[src/rtl/apb_req_arbiter_pkg.sv]
// Shared definitions for the APB request arbiter: FSM encoding, default
// widths/timeout and small elaboration helpers.
package apb_pkg;

    typedef enum logic [1:0] {
        ST_IDLE = 2'd0,
        ST_BUSY = 2'd1,
        ST_DONE = 2'd2
    } arb_state_t;

    localparam int DEF_REQ_NUM      = 2;
    localparam int DEF_DATA_WIDTH   = 32;
    localparam int DEF_ADDR_WIDTH   = 32;
    localparam int DEF_STROBE_WIDTH = 4;
    localparam int DEF_SLAVES_NUM   = 2;
    localparam int DEF_TIMEOUT      = 16;
    localparam int PROT_WIDTH       = 3;

    // Index width that stays legal for a single requester.
    function automatic int idx_width(input int n);
        return (n > 1) ? $clog2(n) : 1;
    endfunction

endpackage

[src/rtl/apb_req_arbiter_if.sv]
// Request-side view of the APB bridge: the arbiter drives the bridge request
// inputs and observes the bridge phase, ready and captured response.
interface apb_req_arbiter_if import apb_pkg::*; #(
    parameter int DATA_WIDTH   = DEF_DATA_WIDTH,
    parameter int ADDR_WIDTH   = DEF_ADDR_WIDTH,
    parameter int STROBE_WIDTH = DEF_STROBE_WIDTH,
    parameter int SLAVES_NUM   = DEF_SLAVES_NUM
) ();
    logic                    Transfer;
    logic [ADDR_WIDTH-1:0]   ADDR_in;
    logic [DATA_WIDTH-1:0]   DATA_in;
    logic                    WRITE_in;
    logic [STROBE_WIDTH-1:0] STROB_in;
    logic [PROT_WIDTH-1:0]   PROT_in;
    logic [SLAVES_NUM-1:0]   SEL_in;
    logic                    PENABLE;
    logic                    PREADY;
    logic [DATA_WIDTH-1:0]   DATA_out;
    logic                    SLVERR_out;

    modport master (
        output Transfer, ADDR_in, DATA_in, WRITE_in, STROB_in, PROT_in, SEL_in,
        input  PENABLE, PREADY, DATA_out, SLVERR_out
    );

    modport slave (
        input  Transfer, ADDR_in, DATA_in, WRITE_in, STROB_in, PROT_in, SEL_in,
        output PENABLE, PREADY, DATA_out, SLVERR_out
    );
endinterface

[src/rtl/apb_req_arbiter_rr_arbiter.sv]
// Round-robin priority picker: searches upward from the slot after last_ptr
// and returns a one-hot grant plus its index.
module rr_arbiter #(
    parameter int REQ_NUM = 2,
    parameter int IDX_W   = 1
) (
    input  logic [REQ_NUM-1:0] req,
    input  logic [IDX_W-1:0]   last_ptr,
    output logic [REQ_NUM-1:0] gnt,
    output logic [IDX_W-1:0]   gnt_idx,
    output logic               gnt_vld
);
    int   cand_s;
    logic hit_s;

    // First requester found after last_ptr (wrapping) wins.
    always_comb begin
        gnt     = '0;
        gnt_idx = '0;
        gnt_vld = 1'b0;
        cand_s  = 0;
        hit_s   = 1'b0;
        for (int off = 1; off <= REQ_NUM; off++) begin
            cand_s = int'(last_ptr) + off;
            cand_s = (cand_s >= REQ_NUM) ? (cand_s - REQ_NUM) : cand_s;
            hit_s  = req[cand_s[IDX_W-1:0]] && !gnt_vld;
            gnt[cand_s[IDX_W-1:0]] = gnt[cand_s[IDX_W-1:0]] | hit_s;
            gnt_idx = hit_s ? cand_s[IDX_W-1:0] : gnt_idx;
            gnt_vld = gnt_vld | hit_s;
        end
    end
endmodule

[src/rtl/apb_req_arbiter.sv]
// Arbitrates REQ_NUM requesters onto one APB bridge, one transfer at a time,
// with a wait-state timeout and a one-cycle completion pulse per owner.
module apb_req_arbiter import apb_pkg::*; #(
    parameter int REQ_NUM      = DEF_REQ_NUM,
    parameter int DATA_WIDTH   = DEF_DATA_WIDTH,
    parameter int ADDR_WIDTH   = DEF_ADDR_WIDTH,
    parameter int STROBE_WIDTH = DEF_STROBE_WIDTH,
    parameter int SLAVES_NUM   = DEF_SLAVES_NUM,
    parameter int TIMEOUT      = DEF_TIMEOUT
) (
    input  logic                             PCLK,
    input  logic                             PRESET,
    input  logic [REQ_NUM-1:0]               req,
    input  logic [REQ_NUM-1:0]               req_write,
    input  logic [REQ_NUM*ADDR_WIDTH-1:0]    req_addr,
    input  logic [REQ_NUM*DATA_WIDTH-1:0]    req_wdata,
    input  logic [REQ_NUM*STROBE_WIDTH-1:0]  req_strb,
    input  logic [REQ_NUM*PROT_WIDTH-1:0]    req_prot,
    input  logic [REQ_NUM*SLAVES_NUM-1:0]    req_sel,
    output logic [REQ_NUM-1:0]               gnt,
    output logic [REQ_NUM-1:0]               done,
    output logic [DATA_WIDTH-1:0]            rsp_rdata,
    output logic                             rsp_err,
    apb_req_arbiter_if.master                bus
);
    localparam int IDX_W  = idx_width(REQ_NUM);
    localparam int WAIT_W = $clog2(TIMEOUT + 1);

    arb_state_t              state_r, state_nxt_s;
    logic [REQ_NUM-1:0]      gnt_r, gnt_nxt_s, done_r, done_nxt_s, arb_gnt_s;
    logic [IDX_W-1:0]        owner_r, owner_nxt_s, last_r, last_nxt_s, arb_idx_s;
    logic                    arb_vld_s;
    logic [DATA_WIDTH-1:0]   rdata_r, rdata_nxt_s;
    logic                    err_r, err_nxt_s;
    logic [WAIT_W-1:0]       wait_r, wait_nxt_s;
    logic                    busy_s, complete_s, timeout_hit_s, wait_inc_s;

    rr_arbiter #(
        .REQ_NUM (REQ_NUM),
        .IDX_W   (IDX_W)
    ) u_rr (
        .req      (req),
        .last_ptr (last_r),
        .gnt      (arb_gnt_s),
        .gnt_idx  (arb_idx_s),
        .gnt_vld  (arb_vld_s)
    );

    assign busy_s        = (state_r == ST_BUSY);
    assign complete_s    = busy_s && bus.PENABLE && bus.PREADY;
    assign timeout_hit_s = busy_s && (wait_r == WAIT_W'(TIMEOUT));
    assign wait_inc_s    = busy_s && bus.PENABLE && !bus.PREADY && !timeout_hit_s;
    // Dropping Transfer in the completion cycle keeps the bridge from chaining a second access.
    assign bus.Transfer  = busy_s && !complete_s && !timeout_hit_s;

    // Bridge request fields follow the owner only while a transfer is in flight.
    always_comb begin
        bus.ADDR_in  = '0;
        bus.DATA_in  = '0;
        bus.WRITE_in = 1'b0;
        bus.STROB_in = '0;
        bus.PROT_in  = '0;
        bus.SEL_in   = '0;
        if (busy_s) begin
            bus.ADDR_in  = req_addr [int'(owner_r)*ADDR_WIDTH   +: ADDR_WIDTH];
            bus.DATA_in  = req_wdata[int'(owner_r)*DATA_WIDTH   +: DATA_WIDTH];
            bus.WRITE_in = req_write[owner_r];
            bus.STROB_in = req_strb [int'(owner_r)*STROBE_WIDTH +: STROBE_WIDTH];
            bus.PROT_in  = req_prot [int'(owner_r)*PROT_WIDTH   +: PROT_WIDTH];
            bus.SEL_in   = req_sel  [int'(owner_r)*SLAVES_NUM   +: SLAVES_NUM];
        end else begin
            bus.ADDR_in  = '0;
        end
    end

    // Next-state and next-output logic for the IDLE/BUSY/DONE controller.
    always_comb begin
        state_nxt_s = state_r;
        gnt_nxt_s   = gnt_r;
        owner_nxt_s = owner_r;
        last_nxt_s  = last_r;
        done_nxt_s  = '0;
        rdata_nxt_s = '0;
        err_nxt_s   = 1'b0;
        wait_nxt_s  = wait_r;
        case (state_r)
            ST_IDLE: begin
                if (arb_vld_s) begin
                    state_nxt_s = ST_BUSY;
                    gnt_nxt_s   = arb_gnt_s;
                    owner_nxt_s = arb_idx_s;
                    wait_nxt_s  = '0;
                end else begin
                    gnt_nxt_s   = '0;
                end
            end
            ST_BUSY: begin
                if (timeout_hit_s) begin
                    state_nxt_s = ST_DONE;
                    done_nxt_s  = gnt_r;
                    err_nxt_s   = 1'b1;
                end else if (complete_s) begin
                    state_nxt_s = ST_DONE;
                    done_nxt_s  = gnt_r;
                    rdata_nxt_s = req_write[owner_r] ? '0 : bus.DATA_out;
                    err_nxt_s   = bus.SLVERR_out;
                end else if (wait_inc_s) begin
                    wait_nxt_s  = wait_r + WAIT_W'(1);
                end else begin
                    wait_nxt_s  = wait_r;
                end
            end
            ST_DONE: begin
                state_nxt_s = ST_IDLE;
                gnt_nxt_s   = '0;
                last_nxt_s  = owner_r;
            end
            default: begin
                state_nxt_s = ST_IDLE;
                gnt_nxt_s   = '0;
                wait_nxt_s  = '0;
            end
        endcase
    end

    // State and registered outputs; reset aborts any transfer without a done pulse.
    always_ff @(posedge PCLK or posedge PRESET) begin
        if (PRESET) begin
            state_r <= ST_IDLE;
            gnt_r   <= '0;
            owner_r <= '0;
            last_r  <= IDX_W'(REQ_NUM - 1);
            done_r  <= '0;
            rdata_r <= '0;
            err_r   <= 1'b0;
            wait_r  <= '0;
        end else begin
            state_r <= state_nxt_s;
            gnt_r   <= gnt_nxt_s;
            owner_r <= owner_nxt_s;
            last_r  <= last_nxt_s;
            done_r  <= done_nxt_s;
            rdata_r <= rdata_nxt_s;
            err_r   <= err_nxt_s;
            wait_r  <= wait_nxt_s;
        end
    end

    assign gnt       = gnt_r;
    assign done      = done_r;
    assign rsp_rdata = rdata_r;
    assign rsp_err   = err_r;
endmodule

[src/flat_wrapper.sv]
// flat-port wrapper written by rule: the top's interface ports become plain ports
module apb_req_arbiter_flat import apb_pkg::*;
#(
    parameter int REQ_NUM      = DEF_REQ_NUM,
    parameter int DATA_WIDTH   = DEF_DATA_WIDTH,
    parameter int ADDR_WIDTH   = DEF_ADDR_WIDTH,
    parameter int STROBE_WIDTH = DEF_STROBE_WIDTH,
    parameter int SLAVES_NUM   = DEF_SLAVES_NUM,
    parameter int TIMEOUT      = DEF_TIMEOUT
)
  (PCLK, PRESET, req, req_write, req_addr, req_wdata, req_strb, req_prot, req_sel, gnt, done, rsp_rdata, rsp_err, bus_Transfer, bus_ADDR_in, bus_DATA_in, bus_WRITE_in, bus_STROB_in, bus_PROT_in, bus_SEL_in, bus_PENABLE, bus_PREADY, bus_DATA_out, bus_SLVERR_out);
  apb_req_arbiter_if #(.DATA_WIDTH(DATA_WIDTH), .ADDR_WIDTH(ADDR_WIDTH), .STROBE_WIDTH(STROBE_WIDTH), .SLAVES_NUM(SLAVES_NUM)) bus_i ();
  input  logic PCLK;
  input  logic PRESET;
  input  logic [REQ_NUM-1:0] req;
  input  logic [REQ_NUM-1:0] req_write;
  input  logic [REQ_NUM*ADDR_WIDTH-1:0] req_addr;
  input  logic [REQ_NUM*DATA_WIDTH-1:0] req_wdata;
  input  logic [REQ_NUM*STROBE_WIDTH-1:0] req_strb;
  input  logic [REQ_NUM*PROT_WIDTH-1:0] req_prot;
  input  logic [REQ_NUM*SLAVES_NUM-1:0] req_sel;
  output logic [REQ_NUM-1:0] gnt;
  output logic [REQ_NUM-1:0] done;
  output logic [DATA_WIDTH-1:0] rsp_rdata;
  output logic rsp_err;
  output wire logic [$bits(bus_i.Transfer)-1:0] bus_Transfer;
  output wire logic [$bits(bus_i.ADDR_in)-1:0] bus_ADDR_in;
  output wire logic [$bits(bus_i.DATA_in)-1:0] bus_DATA_in;
  output wire logic [$bits(bus_i.WRITE_in)-1:0] bus_WRITE_in;
  output wire logic [$bits(bus_i.STROB_in)-1:0] bus_STROB_in;
  output wire logic [$bits(bus_i.PROT_in)-1:0] bus_PROT_in;
  output wire logic [$bits(bus_i.SEL_in)-1:0] bus_SEL_in;
  input wire logic [$bits(bus_i.PENABLE)-1:0] bus_PENABLE;
  input wire logic [$bits(bus_i.PREADY)-1:0] bus_PREADY;
  input wire logic [$bits(bus_i.DATA_out)-1:0] bus_DATA_out;
  input wire logic [$bits(bus_i.SLVERR_out)-1:0] bus_SLVERR_out;
  assign bus_Transfer = bus_i.Transfer;
  assign bus_ADDR_in = bus_i.ADDR_in;
  assign bus_DATA_in = bus_i.DATA_in;
  assign bus_WRITE_in = bus_i.WRITE_in;
  assign bus_STROB_in = bus_i.STROB_in;
  assign bus_PROT_in = bus_i.PROT_in;
  assign bus_SEL_in = bus_i.SEL_in;
  assign bus_i.PENABLE = bus_PENABLE;
  assign bus_i.PREADY = bus_PREADY;
  assign bus_i.DATA_out = bus_DATA_out;
  assign bus_i.SLVERR_out = bus_SLVERR_out;
  apb_req_arbiter #(.REQ_NUM(REQ_NUM), .DATA_WIDTH(DATA_WIDTH), .ADDR_WIDTH(ADDR_WIDTH), .STROBE_WIDTH(STROBE_WIDTH), .SLAVES_NUM(SLAVES_NUM), .TIMEOUT(TIMEOUT)) u_core (.PCLK(PCLK), .PRESET(PRESET), .req(req), .req_write(req_write), .req_addr(req_addr), .req_wdata(req_wdata), .req_strb(req_strb), .req_prot(req_prot), .req_sel(req_sel), .gnt(gnt), .done(done), .rsp_rdata(rsp_rdata), .rsp_err(rsp_err), .bus(bus_i));
endmodule
[config.mk]
export PLATFORM = sky130hd
export DESIGN_NAME = apb_req_arbiter_flat
export DESIGN_NICKNAME = d
export VERILOG_FILES = /design/src/rtl/apb_req_arbiter_pkg.sv /design/src/rtl/apb_req_arbiter_if.sv /design/src/rtl/apb_req_arbiter_rr_arbiter.sv /design/src/rtl/apb_req_arbiter.sv /design/src/flat_wrapper.sv
export SDC_FILE = /design/constraint.sdc
export NUM_CORES = 1
export LEC_CHECK = 0
export BUFFER_PORTS_ARGS = -buffer_cell sky130_fd_sc_hd__buf_2
export CAP_MARGIN = 20
export CORE_AREA = 2 2 117 119
export CTS_CLUSTER_DIAMETER = 150
export DETAILED_ROUTE_END_ITERATION = 16
export DIE_AREA = 0 0 119 121
export REMOVE_ABC_BUFFERS = 1
export SLEW_MARGIN = 10
export SYNTH_ARGS = -nofsm -noshare
export SYNTH_HDL_FRONTEND = slang
export SYNTH_SLANG_ARGS = --single-unit
[constraint.sdc]
create_clock -name PCLK -period 1.79 [get_ports PCLK]
set_input_delay 0.358 -clock PCLK [delete_from_list [all_inputs] [get_ports PCLK]]
set_output_delay 0.358 -clock PCLK [all_outputs]
set_load 0.005 [all_outputs]
==> metrics.sh, run 1 <==
LEAKAGE_nW=3.12
SYNTH.AVG_CELL_AREA_UM2=9.51
CORE_AREA_MM2=0.0131
NUM_ROWS=42
CTS_MAX_LEVEL=2
SYN2LAYOUT_AREA_GROWTH_PCT=80.4
MAX_CAP_VIOL_COUNT=0
FMAX_MHz=535
MAPPEDNETLISTAREA_MM2=0.00287
CRIT_PATH_MAX_FANOUT=4
GRT.OVERFLOW.TOTAL=0
SYNTH.LARGEST_AREA_CELL='sky130_fd_sc_hd__dfrtp_1'
KIND_OF_CAPTURE_POINT_OF_THE_WORST_SETUP_PATH='output port'
SEQUENTIAL_CELL_AREA_MM2=0.00116
PERIOD_NEEDED_NS=1.87
CLK-INSERTION-DELAY-LATE_NS=0.28
POWER.DENSITY_mW_PER_MM2=1180
VDD.IR_DROP.WORST_mV=0.530
YOSYS.CELL_COUNT.TOP_TYPE='sky130_fd_sc_hd__nor2_1'
WORST-ENDPOINT-REQUIRED_NS=1.43
SYNTHESIS.INSTANCES=302
FINALCLOCKSKEW_NS=0.00648
CTSROOTBUFFERMASTER='sky130_fd_sc_hd__clkbuf_16'
FILLERINSTANCES=1294
FIN_WS_NS=-0.0808
DRT_FIRST_PASS_ITERS=4
NNETSFINAL=808
PIN_COUNT=299
CLK_PIN_SLEW_WORST_PATHS_NS=0.06
FP.DIEH_UM=121
SYNTH_ENABLE_FLOP_CELLS=0
FINAL_MIN_PERIOD_OVER_CLOCK_PERIOD_PCT=105
VIOLATIONS='setup timing'
DRT-INITIAL-DRC-COUNT=99
DIODES=0
WIRE_LENGTH_OF_THE_FIRST_GLOBAL_ROUTING_PASS_UM=15500
GRT.TOTAL_USAGE_PCT=13.2
NUMCTSBUFFERS=5
MULTIINPUTGATEAREA_MM2=0.00168
POST_SYNTH_MAIN_AREA_CONTRIBUTORS='sky130_fd_sc_hd__dfrtp_1 39%, sky130_fd_sc_hd__mux2i_1 25%, sky130_fd_sc_hd__nor2_1 10%'
DIE_AREA_MM2=0.0144
ASYNCSETRESETFLOPFRACSYNTH_PCT=100
PATH_CLASS='register to output port'
FINAL_HOLD_VIOL_COUNT=0
FIRST_GLOBAL_VIAS=3061
DIEWIDTH_UM=119
FLOORPLAN.INITIALDENSITY_PCT=21.9
DPL.CELL_COUNT=772
YOSYS.AREA.TOP_TYPE_SHARE_PCT=39.2
CRIT_PATH_START_KIND='register'
DRC=0
WL_PER_CELL_UM=14.5
WORST_HOLD_PATH_TYPE='input pin to async pin'
TRITONCTS_CLOCK_TREE='built'
DRIVE_ABOVE_1_SHARE_PCT=61.1
YS_SEQ_ELEMENTS=46
SETUP-TNS-FINAL_NS=-0.701
STATUS='finished with violations'
POST_SYNTHESIS_SEQUENTIAL_AREA_RATIO_PCT=40.1
POSTROUTEWIRELENGTH_UM=11600
VIA_COUNT=3376
SYNTH_WARNINGS=0
DP_HPWL_UM=8650
POST_DRT_VIA_CELL_RATIO=4.24
SLEW_VIOL_FINAL=0
ANTENNA_VIOLATIONS_BEFORE_REPAIR=0
RSZ0062_AT_GRT='yes'
GLOBALPLACE.CONGESTION=0.842
FINAL_CELLS=796
LEAST_MARGIN_PIN_SLEW_NS=0.466
SYNTH_FF_TYPE='sky130_fd_sc_hd__dfrtp_1'
LARGEST_NET_DEGREE_AT_THE_START_OF_GLOBAL_ROUTING=42
TOTAL_POWER_mW=6.13
CTS.PATH.MAX_BUFFERS=2
MAX-SLEW-MARGIN-REL_PCT=68.9
CRIT_ARRIVAL_NS=1.51
SYNTH_COMMONEST_CELLS='78 x sky130_fd_sc_hd__nor2_1, 73 x sky130_fd_sc_hd__mux2i_1, 45 x sky130_fd_sc_hd__dfrtp_1, 19 x sky130_fd_sc_hd__and2_1, 16 x sky130_fd_sc_hd__and2_2'
ANT_NETS=0
SYNTH_CELL_TYPE_COUNT=35
FINALSETUPVIOLCOUNT=37
CLOCK_SINKS=46
NUMPORTBUFFERS=298
## worst paths after layout
path / startpoint / end / slack [ns] / depth (start not counted)
worst max-delay path: u_core.owner_r / bus_WRITE_in / -0.08 / 4
worst min-delay path: PRESET / u_core.rsp_rdata[25] / 0.07 / 2
worst max register to register: u_core.owner_r / u_core.rsp_rdata[25] / 0.10 / 6
worst min register to register: u_core.gnt[1] / u_core.done[1] / 0.52 / 1
max in group asynchronous: PRESET / u_core.last_r / 1.14 / 3
min in group PCLK: bus_DATA_out[1] / u_core.rsp_rdata[1] / 0.28 / 2
## registers in the layout, indices dropped and copies added (netlist names)
| register | count |
|---|---|
| u_core.owner_r | 1 |
| u_core.rsp_rdata | 32 |
| u_core.rsp_err | 1 |
| u_core.done | 2 |
| u_core.wait_r | 5 |
| u_core.state_r | 2 |
| u_core.gnt | 2 |
| u_core.last_r | 1 |
## report_power, final
part | switching [mW] | total (mW) | internal [mW]
combinational | 1.80 | 3.94 | 2.14
clock | 0.386 | 0.939 | 0.553
sequential | 0.0707 | 1.25 | 1.18
## metrics by stage
stage	worst slack, ns	instance area (µm²)	hold slack, ns	util (%)
after floorplan	-2.01	2770	0.455	-
after global placement	0.192	4710	0.380	36.0
after detailed placement	0.170	4710	0.398	36.0
after CTS	-0.0859	4920	0.0909	37.6
after global routing	-0.118	5180	0.111	39.6
final	-0.0808	5180	0.0731	39.6
## final cells by class
class / instances / area share [%]
well taps: 176 / 4.25
inverters: 3 / 0.217
flip-flops and latches: 46 / 22.3
repair buffers: 332 / 37.9
clock inverters: 2 / 0.242
clock buffers: 6 / 2.68
multi-input cells: 231 / 32.3
## cell usage in the layout, fill, tap and decap left out, types with 2 or more instances in the layout
master | Yosys | final
sky130_fd_sc_hd__and3_1 | 2 | 2
sky130_fd_sc_hd__mux2i_4 | 0 | 3
sky130_fd_sc_hd__inv_1 | 3 | 3
sky130_fd_sc_hd__buf_2 | 9 | 297
sky130_fd_sc_hd__buf_12 | 0 | 5
sky130_fd_sc_hd__mux2i_2 | 0 | 2
sky130_fd_sc_hd__dfrtp_1 | 45 | 44
sky130_fd_sc_hd__and2_2 | 16 | 16
sky130_fd_sc_hd__buf_6 | 0 | 3
sky130_fd_sc_hd__and2_1 | 19 | 18
sky130_fd_sc_hd__buf_4 | 0 | 18
sky130_fd_sc_hd__buf_16 | 0 | 2
sky130_fd_sc_hd__clkbuf_16 | 0 | 10
sky130_fd_sc_hd__a21oi_1 | 4 | 4
sky130_fd_sc_hd__a31o_2 | 5 | 5
sky130_fd_sc_hd__mux2i_1 | 73 | 68
sky130_fd_sc_hd__nand3b_1 | 3 | 3
sky130_fd_sc_hd__nor2_1 | 78 | 78
sky130_fd_sc_hd__nor4_1 | 2 | 2
sky130_fd_sc_hd__nand2_1 | 6 | 6
sky130_fd_sc_hd__nand2b_1 | 2 | 2
sky130_fd_sc_hd__buf_8 | 0 | 2
sky130_fd_sc_hd__nand3_1 | 2 | 2
sky130_fd_sc_hd__or2_2 | 2 | 2
## logic make-up (layout without fill, tap and decap cells)
kind of cell | count (synthesis) | in the layout | share of synthesized area, %
AOI/OAI and AO/OA | 12 | 12 | 2.96
adders and majority gates | 2 | 2 | 0.871
buffers and inverters | 25 | 343 | 3.79
DFF | 46 | 46 | 40.1
muxes | 75 | 75 | 26.2
and+or+nand+nor | 142 | 142 | 26.0
## metal layers
metal	wire, µm	track usage, %	up-vias
met2	6090	24.7	134
met4	49	1.86	0
met3	675	2.54	5
met1	4740	16.1	1590
met5	0	0	-
li1	-	-	1647
## repair_timing
action | in CTS | in global routing
hold buffers | 0 | 0
setup buffers | 5 | 4
setup endpoints to repair | 61 | 75
gates resized for setup | 3 | 16
pin swaps | 0 | 0
cloned | 0 | 7
## worst max-delay path, cell delays in order, from the launching register on
cell and delay, ns:
sky130_fd_sc_hd__dfrtp_4 0.50, sky130_fd_sc_hd__buf_8 0.15, sky130_fd_sc_hd__mux2_4 0.31, sky130_fd_sc_hd__and2_4 0.16, sky130_fd_sc_hd__buf_6 0.11
(Power assumes the default switching activity.)
==> run 2: changes to the inputs <==
Settings changed: CORE_AREA 2 2 117 119 to unset, CORE_ASPECT_RATIO set to 0.5, CORE_MARGIN set to 8, CORE_UTILIZATION set to 36, CTS_BUF_LIST set to sky130_fd_sc_hd__clkbuf_8, DIE_AREA 0 0 119 121 to unset, PLACE_DENSITY set to 0.82.
==> run 2 against run 1 <==
Compared with the run above:
- the run still ends with setup timing left
- critical path depth unchanged
- routed wire length increased by 9.4%
- register-to-register slack worse by 0.02 ns
- final area down 6.5%
==> metrics.sh, run 2 (same netlist as run 1, synthesis figures left out) <==
STATUS='finished with violations'
VIOLATIONS='setup timing'
CORE_AREA_MM2=0.00786
NUMCTSBUFFERS=5
CRIT_PATH_MAX_FANOUT=7
ANT_NETS=0
SLEW_VIOL_FINAL=0
MAX-SLEW-MARGIN-REL_PCT=56.0
LEAST_MARGIN_PIN_SLEW_NS=0.656
GRT.TOTAL_USAGE_PCT=20.2
TOTAL_POWER_mW=5.41
PATH_CLASS='register to output port'
REG_TO_REG_CRITICAL_PATH_STARTPOINT='u_core.wait_r[1]'
FIN_WS_NS=-0.140
FIRST_GLOBAL_VIAS=3360
DIE_AREA_MM2=0.0113
CTSROOTBUFFERMASTER='sky130_fd_sc_hd__clkbuf_8'
POST_DRT_VIA_CELL_RATIO=4.69
PIN_COUNT=299
WL_PER_CELL_UM=17.4
SYN2LAYOUT_AREA_GROWTH_PCT=68.7
SETUP-TNS-FINAL_NS=-1.42
VIA_COUNT=3401
DIEWIDTH_UM=142
POWER_FRAC_CLOCK_PCT=11.9
CRITICAL-PATH-TOP-DELAY-FAMILY='flip-flops'
NETSWITCHINGFRACTION_PCT=39.6
CTS_MAX_LEVEL=2
DRIVE_ABOVE_1_SHARE_PCT=60.4
ANTENNA_VIOLATIONS_BEFORE_REPAIR=0
RSZ0062_AT_GRT='yes'
TIMING.CRITICAL_PATH.CELLS='buf_6, mux2i_1, nor2_1, buf_2'
TIMING.REG2REG.WORST_PATH_DEPTH=7
FLOORPLAN.INITIALDENSITY_PCT=36.6
FILLERINSTANCES=661
GRT.OVERFLOW.TOTAL=0
LARGEST_NET_DEGREE_AT_THE_START_OF_GLOBAL_ROUTING=37
POSTROUTEWIRELENGTH_UM=12600
WORSTSETUPSTARTPOINT='u_core.owner_r'
LEAKAGE_nW=3.01
CTS-HOLD-FIX-BUFFERS=0
FMAX_MHz=518
CRIT_PATH_START_KIND='register'
MOSTFREQUENTLAYOUTCELL='sky130_fd_sc_hd__buf_2'
SLOWEST_DELAY_NS=0.57
DRT-INITIAL-DRC-COUNT=226
COMBPWRFRAC_PCT=64.0
TOTAL_STAGE_COUNT_OF_THE_CRITICAL_PATH=4
NUM_ROWS=23
KIND_OF_CAPTURE_POINT_OF_THE_WORST_SETUP_PATH='output port'
CRITPATHCAPTURE='bus_DATA_in[25]'
CLK_PIN_SLEW_WORST_PATHS_NS=0.09
WORST-ENDPOINT-REQUIRED_NS=1.43
PERIOD_NEEDED_NS=1.93
VDD.IR_DROP.WORST_mV=0.577
CLK-INSERTION-DELAY-LATE_NS=0.30
MAX_CAP_VIOL_COUNT=0
LAYOUT.CELLS.MOST_COMMON_LIST='297 x sky130_fd_sc_hd__buf_2, 78 x sky130_fd_sc_hd__nor2_1, 71 x sky130_fd_sc_hd__mux2i_1'
DRT_FIRST_PASS_ITERS=5
POWER.DENSITY_mW_PER_MM2=1120
CTS.PATH.MAX_BUFFERS=2
CRITICAL_PATH.REG2REG.ENDPOINT='u_core.rsp_rdata[4]'
WIRE_LENGTH_OF_THE_FIRST_GLOBAL_ROUTING_PASS_UM=18000
CRIT_BUF_INV=2
RRSETUPSLACK_NS=0.08
TIMING.CRITICAL_PATH.SLOWEST_STAGE_CELL='sky130_fd_sc_hd__dfrtp_4'
TRITONCTS_CLOCK_TREE='built'
DRC=0
P_SWITCHING_mW=2.14
CRIT_ARRIVAL_NS=1.57
DP_HPWL_UM=10200
FINAL_MIN_PERIOD_OVER_CLOCK_PERIOD_PCT=108
CELL_INTERNAL_PWR_mW=3.27
CLOCK_SINKS=46
FINALSETUPVIOLCOUNT=47
FINAL_HOLD_VIOL_COUNT=0
WORST_HOLD_PATH_TYPE='input pin to async pin'
DIODES=0
SHARE_SEQ_OF_TOTAL_POWER_PCT=24.2
NUMPORTBUFFERS=298
FINALCLOCKSKEW_NS=0.00832
GLOBALPLACE.CONGESTION=0.921
FP.DIEH_UM=79.2
NNETSFINAL=801
LARGEST_REGISTER_FF_COUNT=32
==> run 2: changes by cell type in the layout (fill, tap and decap cells not counted), moves of 2 or more <==
cell                        change
sky130_fd_sc_hd__clkbuf_8       +4
sky130_fd_sc_hd__buf_6          +2
sky130_fd_sc_hd__mux2i_1        +3
sky130_fd_sc_hd__buf_8          -2
sky130_fd_sc_hd__buf_4          -3
sky130_fd_sc_hd__clkbuf_16      -9
sky130_fd_sc_hd__nand2b_2       +2
sky130_fd_sc_hd__mux2i_4        -3
==> run 2: power by group through the flow <==
stage	logic, mW	registers (mW)	clock network [mW]
5_1_grt	3.72	1.33	0.715
4_1_cts	3.21	1.28	0.661
2_1_floorplan	1.36	1.52	0
6_report	3.46	1.31	0.641
3_5_place_dp	3.08	1.33	0
3_3_place_gp	3.02	1.33	0
==> run 2: layout make-up <==
class	instances	area [µm²]	share of cell area (%)
Sequential cell	46	1160	23.9
Timing Repair Buffer	323	1790	36.9
Inverter	3	11.3	0.232
Clock buffer	5	68.8	1.42
Tap cell	112	140	2.89
Multi-Input combinational cell	233	1660	34.2
Clock inverter	3	23.8	0.491
==> run 2: repair_timing <==
item / in CTS / in global routing
pin swaps: 0 / 3
setup endpoints to repair: 70 / 71
gates resized for setup: 1 / 12
gates cloned: 1 / 2
hold endpoints to repair: 0 / 0
buffers inserted: 4 / 8
==> run 2: worst register-to-register path: stages, from the launching register on <==
cell,delay [ns]
sky130_fd_sc_hd__dfrtp_1,0.37
sky130_fd_sc_hd__inv_1,0.06
sky130_fd_sc_hd__ha_2,0.16
sky130_fd_sc_hd__and4bb_4,0.20
sky130_fd_sc_hd__buf_4,0.16
sky130_fd_sc_hd__nor4_4,0.35
sky130_fd_sc_hd__buf_12,0.21
sky130_fd_sc_hd__and2_2,0.16
==> run 2: metrics by stage <==
step	instance area, µm²	setup WS [ns]	std cells	hold slack, ns	utilization (%)
after floorplan	2770	-2.01	280	0.455	-
after detailed placement	4560	0.142	702	0.396	58.1
after global placement	4560	0.178	702	0.391	58.1
final	4840	-0.140	725	0.0587	61.7
after global routing	4840	-0.129	725	0.0721	61.7
after CTS	4700	-0.0880	715	0.0608	59.8
==> run 2: how the worst min path moves through the flow <==
stage,slack [ns],end,start,cells past startpoint
finish,0.06,u_core.rsp_rdata[0],PRESET,2
CTS,0.06,u_core.state_r[0],PRESET,2
floorplan,0.46,u_core.owner_r,req[0],1
global placement,0.39,u_core.rsp_rdata[28],PRESET,2
global route,0.07,u_core.state_r[0],PRESET,2
detailed placement,0.40,u_core.rsp_rdata[28],PRESET,2
==> run 2: routing by layer <==
layer | wire (µm) | share of wire [%] | global-route usage, %
met5 | 0 | 0 | 0
met3 | 1290 | 10 | 6.94
met2 | 6360 | 50 | 36.4
met4 | 267 | 2.1 | 6.73
met1 | 4730 | 37 | 22.1
